File: src/rtl/branch_predict_unit.sv
// Branch target buffer with per-entry saturating direction counters.
// Fetch gets a zero-latency prediction; MEM writes back one resolved outcome per cycle.
module branch_predict_unit #(
    parameter int ENTRIES  = 16,
    parameter int WORD_W   = 32,
    parameter int CTR_W    = 2,
    parameter int INIT_CTR = 1,
    parameter int STAT_W   = 16
) (
    input  logic              CLK,
    input  logic              nRST,
    input  logic [WORD_W-1:0] lookup_pc,
    output logic              hit,
    output logic              predict_taken,
    output logic [WORD_W-1:0] predict_npc,
    input  logic              update_en,
    input  logic [WORD_W-1:0] update_pc,
    input  logic              update_taken,
    input  logic [WORD_W-1:0] update_target,
    input  logic              update_mispredict,
    input  logic              clear,
    output logic [STAT_W-1:0] branch_cnt,
    output logic [STAT_W-1:0] mispredict_cnt
);
    localparam int IDX_W = $clog2(ENTRIES);
    localparam int TAG_W = WORD_W - IDX_W - 2;

    localparam logic [CTR_W-1:0] CTR_MAX  = {CTR_W{1'b1}};
    localparam logic [CTR_W-1:0] CTR_INIT = CTR_W'(INIT_CTR);
    localparam logic [CTR_W-1:0] CTR_WT   = CTR_W'(1) << (CTR_W - 1);

    logic [ENTRIES-1:0] r_valid;
    logic [TAG_W-1:0]   r_tag    [ENTRIES];
    logic [WORD_W-1:0]  r_target [ENTRIES];
    logic [CTR_W-1:0]   r_ctr    [ENTRIES];
    logic [STAT_W-1:0]  r_branch_cnt;
    logic [STAT_W-1:0]  r_mispredict_cnt;

    logic [IDX_W-1:0] w_lk_idx;
    logic [TAG_W-1:0] w_lk_tag;
    logic [IDX_W-1:0] w_up_idx;
    logic [TAG_W-1:0] w_up_tag;
    logic             w_up_hit;
    logic             w_unused_lsb;

    function automatic logic [CTR_W-1:0] ctr_step(input logic [CTR_W-1:0] c, input logic up);
        if (up)
            return (c == CTR_MAX) ? c : c + CTR_W'(1);
        return (c == '0) ? c : c - CTR_W'(1);
    endfunction

    function automatic logic [STAT_W-1:0] stat_inc(input logic [STAT_W-1:0] v);
        return (&v) ? v : v + STAT_W'(1);
    endfunction

    assign w_lk_idx     = lookup_pc[IDX_W+1:2];
    assign w_lk_tag     = lookup_pc[WORD_W-1:IDX_W+2];
    assign w_up_idx     = update_pc[IDX_W+1:2];
    assign w_up_tag     = update_pc[WORD_W-1:IDX_W+2];
    assign w_unused_lsb = ^update_pc[1:0];

    // Lookup reads the current table: same-cycle updates are not bypassed.
    assign hit           = r_valid[w_lk_idx] && (r_tag[w_lk_idx] == w_lk_tag);
    assign predict_taken = hit && r_ctr[w_lk_idx][CTR_W-1];
    assign predict_npc   = predict_taken ? r_target[w_lk_idx] : lookup_pc + WORD_W'(4);

    assign w_up_hit = r_valid[w_up_idx] && (r_tag[w_up_idx] == w_up_tag);

    always_ff @(posedge CLK or negedge nRST) begin
        if (!nRST) begin
            r_valid <= '0;
            for (int i = 0; i < ENTRIES; i++) begin
                r_tag[i]    <= '0;
                r_target[i] <= '0;
                r_ctr[i]    <= CTR_INIT;
            end
        end else if (clear) begin
            r_valid <= '0;
            for (int i = 0; i < ENTRIES; i++)
                r_ctr[i] <= CTR_INIT;
        end else if (update_en) begin
            if (w_up_hit) begin
                r_ctr[w_up_idx] <= ctr_step(r_ctr[w_up_idx], update_taken);
                if (update_taken)
                    r_target[w_up_idx] <= update_target;
            end else if (update_taken) begin
                // Allocate on a taken miss; not-taken misses leave the table alone.
                r_valid[w_up_idx]  <= 1'b1;
                r_tag[w_up_idx]    <= w_up_tag;
                r_target[w_up_idx] <= update_target;
                r_ctr[w_up_idx]    <= CTR_WT;
            end
        end
    end

    // Statistics ignore clear and saturate at all-ones.
    always_ff @(posedge CLK or negedge nRST) begin
        if (!nRST) begin
            r_branch_cnt     <= '0;
            r_mispredict_cnt <= '0;
        end else begin
            if (update_en)
                r_branch_cnt <= stat_inc(r_branch_cnt);
            if (update_en && update_mispredict)
                r_mispredict_cnt <= stat_inc(r_mispredict_cnt);
        end
    end

    assign branch_cnt     = r_branch_cnt;
    assign mispredict_cnt = r_mispredict_cnt;

endmodule

File: config.mk
export PLATFORM = sky130hd
export DESIGN_NAME = branch_predict_unit
export DESIGN_NICKNAME = d
export VERILOG_FILES = /design/src/rtl/branch_predict_unit.sv
export SDC_FILE = /design/constraint.sdc
export NUM_CORES = 2
export LEC_CHECK = 0
export BUFFER_PORTS_ARGS = -buffer_cell sky130_fd_sc_hd__buf_4
export CAP_MARGIN = 20
export CORE_AREA = 2 2 325 327
export DETAILED_ROUTE_END_ITERATION = 12
export DIE_AREA = 0 0 327 329
export PLACE_DENSITY = 0.66
export SLEW_MARGIN = 20
export SYNTH_ARGS = -nofsm -noshare
export SYNTH_HDL_FRONTEND = slang
export SYNTH_SLANG_ARGS = --single-unit
File: constraint.sdc
create_clock -name CLK -period 8.8 [get_ports CLK]
set_input_delay 0.44 -clock CLK [delete_from_list [all_inputs] [get_ports CLK]]
set_output_delay 0.44 -clock CLK [all_outputs]
set_load 0.02 [all_outputs]
[After elaboration in Yosys (flattened, before gate mapping)]
Index checks and enable logic that the tools add are counted.
Cells by class
  shift-type cells: 0
  bitwise gates (word level): 10
  div/mod/pow operators: 0
  equal/unequal tests: 4
  reductions and logical operators: 18
  add/subtract/negate cells: 5
  magnitude comparators: 6
  mux-type cells: 50
  multiply operators: 0
Operators by type and width (number)
  512-bit bitwise mux: 1
  416-bit bitwise mux: 1
  32-bit 2-to-1 mux: 8
  26-bit binary-select mux with 4-bit select: 2
  26-bit 2-to-1 mux: 5
  32-bit binary-select mux with 4-bit select: 1
  32-bit demux with 4-bit select: 1
  26-bit demux with 4-bit select: 1
  16-bit 2-to-1 mux: 4
  26-bit == test: 2
  16-bit by 1-bit adder with 16-bit output (second input constant): 2
  32-bit by 3-bit adder with 32-bit output (second input constant): 1
  32-bit bitwise mux: 1
  16-bit bitwise OR: 2
  16-bit AND reduction: 2
  2-bit 2-to-1 mux: 12
  16-bit AND: 1
  2-bit binary-select mux with 4-bit select: 2
  16-bit inverter: 1
  5-bit >= comparator (second input constant): 2
  4-bit by 5-bit < comparator with 1-bit output (second input constant): 2
  4-bit inverter with 5-bit output: 2
  1-bit binary-select mux with 4-bit select: 2
  2-bit demux with 4-bit select: 1
  16 further kinds: 34
Storage, ports and cells
  memories kept: 0
  RAM bits: 0
  bits in read-only memories: 0
  bits in latches: 0
  register bits: 1008
  output and inout bits: 66
  bits of input ports: 102
  logic and storage cells: 144

[Longest topological paths before layout]
  depth after elaboration: 17
  depth in mapped cells: 18
  mapped depth without buffers: 10

[Worst setup path before layout]
No wires, ideal clock.
  kind: in2out
  start: in lookup_pc[2]
  end: out predict_npc[2]
  arrival: 4.012 ns
  setup slack: 4.348 ns
  path buffers: 4
  cell stages on the path: 12
  required time: 8.360 ns
  path through: clkbuf_1 > clkbuf_1 > mux4_2 > mux4_2 > xnor2_1 > nand4_1 > nor3_1 > and3_1 > and2_1 > clkbuf_1 > buf_2 > mux2i_1
On the way
  longest elaborated chain between the ends: 8
  elaborated cells between the ends (all ways): 17
  classes of those cells: 1 x add/sub; 1 x eq/ne; 12 x mux; 1 x bitwise; 2 x reduce/logical
Ends and longest elaborated chain
  from (decl): RTL line 12  | input logic [WORD_W-1:0] lookup_pc,
  4-bit inverter with 5-bit output (not written as such): RTL line 63  | assign hit = r_valid[w_lk_idx] && (r_tag[w_lk_idx] == w_lk_tag);
  26-bit binary-select mux with 4-bit select: RTL line 63
  26-bit 2-to-1 mux (not written as such) (2 in series): RTL line 63
  26-bit == test: RTL line 63
  1-bit logical AND (*): RTL line 63
  named net hit: RTL line 13  | output logic hit,
  1-bit logical AND (*): RTL line 64  | assign predict_taken = hit && r_ctr[w_lk_idx][CTR_W-1];
  named net predict_taken: RTL line 14  | output logic predict_taken,
  32-bit 2-to-1 mux (*): RTL line 65  | assign predict_npc = predict_taken ? r_target[w_lk_idx] : lookup_pc + WORD_W'(4);
  to (decl): RTL line 15  | output logic [WORD_W-1:0] predict_npc,
The timed path passes the listed nets; every way through them passes the cells marked *. The select of a mux whose other input is x is not followed.

[Final worst setup path]
  start: in lookup_pc[3]
  end: out predict_npc[7]
On the way
  longest elaborated chain between the ends: 8
  elaborated cells between the ends (all ways): 17
  classes of those cells: 1 x add/sub; 1 x eq/ne; 12 x mux; 1 x bitwise; 2 x reduce/logical
Ends and longest elaborated chain (RTL line)
  4-bit inverter with 5-bit output (not written as such): 63, 64, 65
  26-bit binary-select mux with 4-bit select: 63
  26-bit 2-to-1 mux (not written as such) (2 in series): 63
  26-bit == test: 63
  1-bit logical AND: 63
  1-bit logical AND: 64
  32-bit 2-to-1 mux (*): 65
Every way passes the cells marked *; elsewhere a longest branch is shown, timed or not. The select of a mux whose other input is x is not followed.

==> impl_results.md <==
- CP peak stage delay: 630 ps
- Largest family of logic cells by synthesized area: multiplexers
- WS Path Type: input pin to output port
- Xor/xnor share of the synthesized area: 0.0176
- DR iter-0 viols: between 3k and 4k
- Most common cell after layout, fill and taps aside: dfrtp_1
- Static leakage: 26.0 nW
- FF+latch area: ~25000 µm²
- DIE AREA: 108000 µm²
- Syn_area_per_cell: 15.4 µm²
- Post-DP HPWL: 88400 µm
- Fillers: 8077
- TritonCTS clock tree: yes
- Worst Hold Class: input pin to register
- GR Overflow Total: 0
- Minimum clock period: 6030 ps
- Crit-path slowest cell: buf_8
- RSZ-0062 raised after global routing: false
- Total power draw: 0.0124 W
- CP required: roughly 8400 ps
- Total of warnings raised by yosys: 0
- Post-DR vias/cell: between 6 and 7
- FMAX: 166 MHz
- Post-Synth Simple-Gate Area: 0.0278
- Post-CTS Hold Buffers: 2
- Clk Latency, worst-skew pair: 730 ps
- Buf+Inv Stages, Crit Path: 4
- Levels on crit path: 12
- Slew Limit Fails: 0
- Max-Slew Margin vs Limit: 0.212
- Ys async rst share: 1.00
- DRT Pass-1 Iters: 8
- Skew final: 29.2 ps
- Initial antenna violation count: 7
- Post-route ant nets: 0
- Worst-margin pin slew: 1180 ps
- Clk slew on worst S/H paths: around 60 ps
- Final WL: 148000 µm
- Most frequent cells in the layout: dfrtp_1 (992), mux2_2 (821), mux4_2 (389)
- Gr usage total: 0.278
- Max-cap violations: 0
- Synthesized Nets: 3451
- CTS sink cnt: 1008
- Max FO, Critical Path: slightly above 90
- R2R depth: 10
- Die Y-Extent: between 300 and 400 µm
- Post-Synthesis Cells: 3346
- Core Rows: 119
- PostCTS Resize Cnt: 0
- I/O pins: 168
- Post-CTS setup buffer count: 0
- DIE WIDTH: about 330 µm
- Largest net degree at the start of global routing: 191
- CTS max path bufs: 3
- WHS Path Cells: 2
- Area Growth Syn to Fin: 11.4%
- Post-Synth Adder-Cell Area: 0.000921
- Fin util: 0.551
- Setup TNS: 0 ps
- Synth Register Bits: 1008
- Setup violations, final: 0
- Final Cycle Share: 0.685
- Most used cell, CP: buf_4
- CP Cell Sequence: buf_8 -> buf_4 -> mux4_2 -> mux4_2 -> xnor2_1 -> nand4_1 -> nor3_1 -> and3_1 -> and2_2 -> buf_4 -> mux2_2 -> buf_4
- Post-route DRC: 0
- CTS Buf Count: between 100 and 150
- Starting Density: 0.495
- First-pass GRT wire length: 223000 µm
- Mux contribution to synthesized area: 0.403
- Number of hold violations in the final report: 0
- Status: finished clean
- DP Worst Slack: 2560 ps
- Vias in the first global route: around 34k
- Wirelength per Cell: 30.4 µm
- CP Data Arrival Time: 5590 ps
- GP Congestion: between 0.8 and 0.9
- Worst IR Drop VDD: about 0.00018 V
- Number of synthesized flops with an enable pin: 0
- Pwr dens: 215 nW/µm²
- Post-synth cell types: 72
- DR vias: 31.5k
- Layout cells sized above 1: 0.517
- Register area share after synthesis: 0.489
- Crit path max-delay family: buffers and inverters
- Final worst slack: 2770 ps
- H-tree Lvls: 3
- Area of the multi-input gates: 24700 µm²
- Worst Setup End Kind: output port
- Netlist Area Pre-Place: 51600 µm²
- Port Buffers: 165
- Area of the core: approximately 100000 µm²
- Synth Flop Type: dfrtp_1
- Final nets: 3484
- Post-synthesis compound-gate area fraction: 0.0272
- Root Buffer: clkbuf_16
- Startpoint types: input pin
cell usage after synthesis, drive strengths merged, types with 16 or more instances:
cell type,instances,area share
dfstp,16,0.0081
inv,29,0.0021
nor2,43,0.0032
a22oi,32,0.0047
mux4,390,0.17
nor2b,22,0.0030
o221ai,30,0.0051
a21o,19,0.0028
dfrtp,992,0.48
mux2,966,0.22
xnor2,71,0.012
nand4,26,0.0032
xor2,33,0.0056
nand2,77,0.0057
mux2i,70,0.014
clkbuf,148,0.011
buf,164,0.022
o211ai,24,0.0035
nand3,37,0.0037
o21ai,16,0.0016
power by group:
group / switching, W / internal [W] / total, W / leakage (nW)
sequential: 0.000402 / 0.00524 / 0.00564 / 13.4
combinational: 0.000855 / 0.00110 / 0.00196 / 10.8
clock: 0.00194 / 0.00285 / 0.00479 / 1.87
layout make-up:
type | instances | area share
multi-input cells | 1996 | 0.430
clock inverters | 32 | 0.00829
repair buffers | 235 | 0.0326
clock buffers | 169 | 0.0576
inverters | 30 | 0.00196
flip-flops and latches | 1008 | 0.439
diodes | 7 | 0.000305
well taps | 1391 | 0.0303
registers in the layout, summed over array words and instances (netlist names):
name            cells
mispredict_cnt     16
r_valid            16
r_ctr              32
branch_cnt         16
r_tag             416
r_target          512
worst paths after layout:
kind	slack [ps]	endpoint	startpoint
max in group asynchronous	5890	r_tag[301]	nRST
hold reg to reg	490	mispredict_cnt[7]	mispredict_cnt[7]
hold / removal	80	r_target[438]	update_target[22]
setup reg to reg	3910	r_tag[45]	r_tag[15]
min in group asynchronous	360	r_target[219]	nRST
setup / recovery	2770	predict_npc[7]	lookup_pc[3]
per-stage QoR:
stage / hold slack (ps) / cells / area [µm²]
floorplan: 144 / 3346 / 51600
global placement: 472 / 4657 / 53700
detailed placement: 486 / 4657 / 53700
CTS: 34.0 / 4860 / 57500
global route: 79.8 / 4863 / 57500
finish: 79.7 / 4868 / 57500
logic make-up after synthesis:
group / Yosys count
AO/OA/AOI/OAI: 187
buffers and inverters: 342
flip-flops: 1008
AND/OR/NAND/NOR: 275
XOR/XNOR: 104
adder cells (fa/ha/maj): 4
multiplexers: 1426
per-layer routing:
metal / part of all wire / up-vias / GRT usage
li1: - / 12782 / -
met1: 0.41 / 17074 / 0.384
met2: 0.48 / 1276 / 0.438
met3: 0.074 / 330 / 0.0540
met4: 0.038 / 6 / 0.110
met5: 0.00026 / - / 0
(Power assumes the default switching activity.)
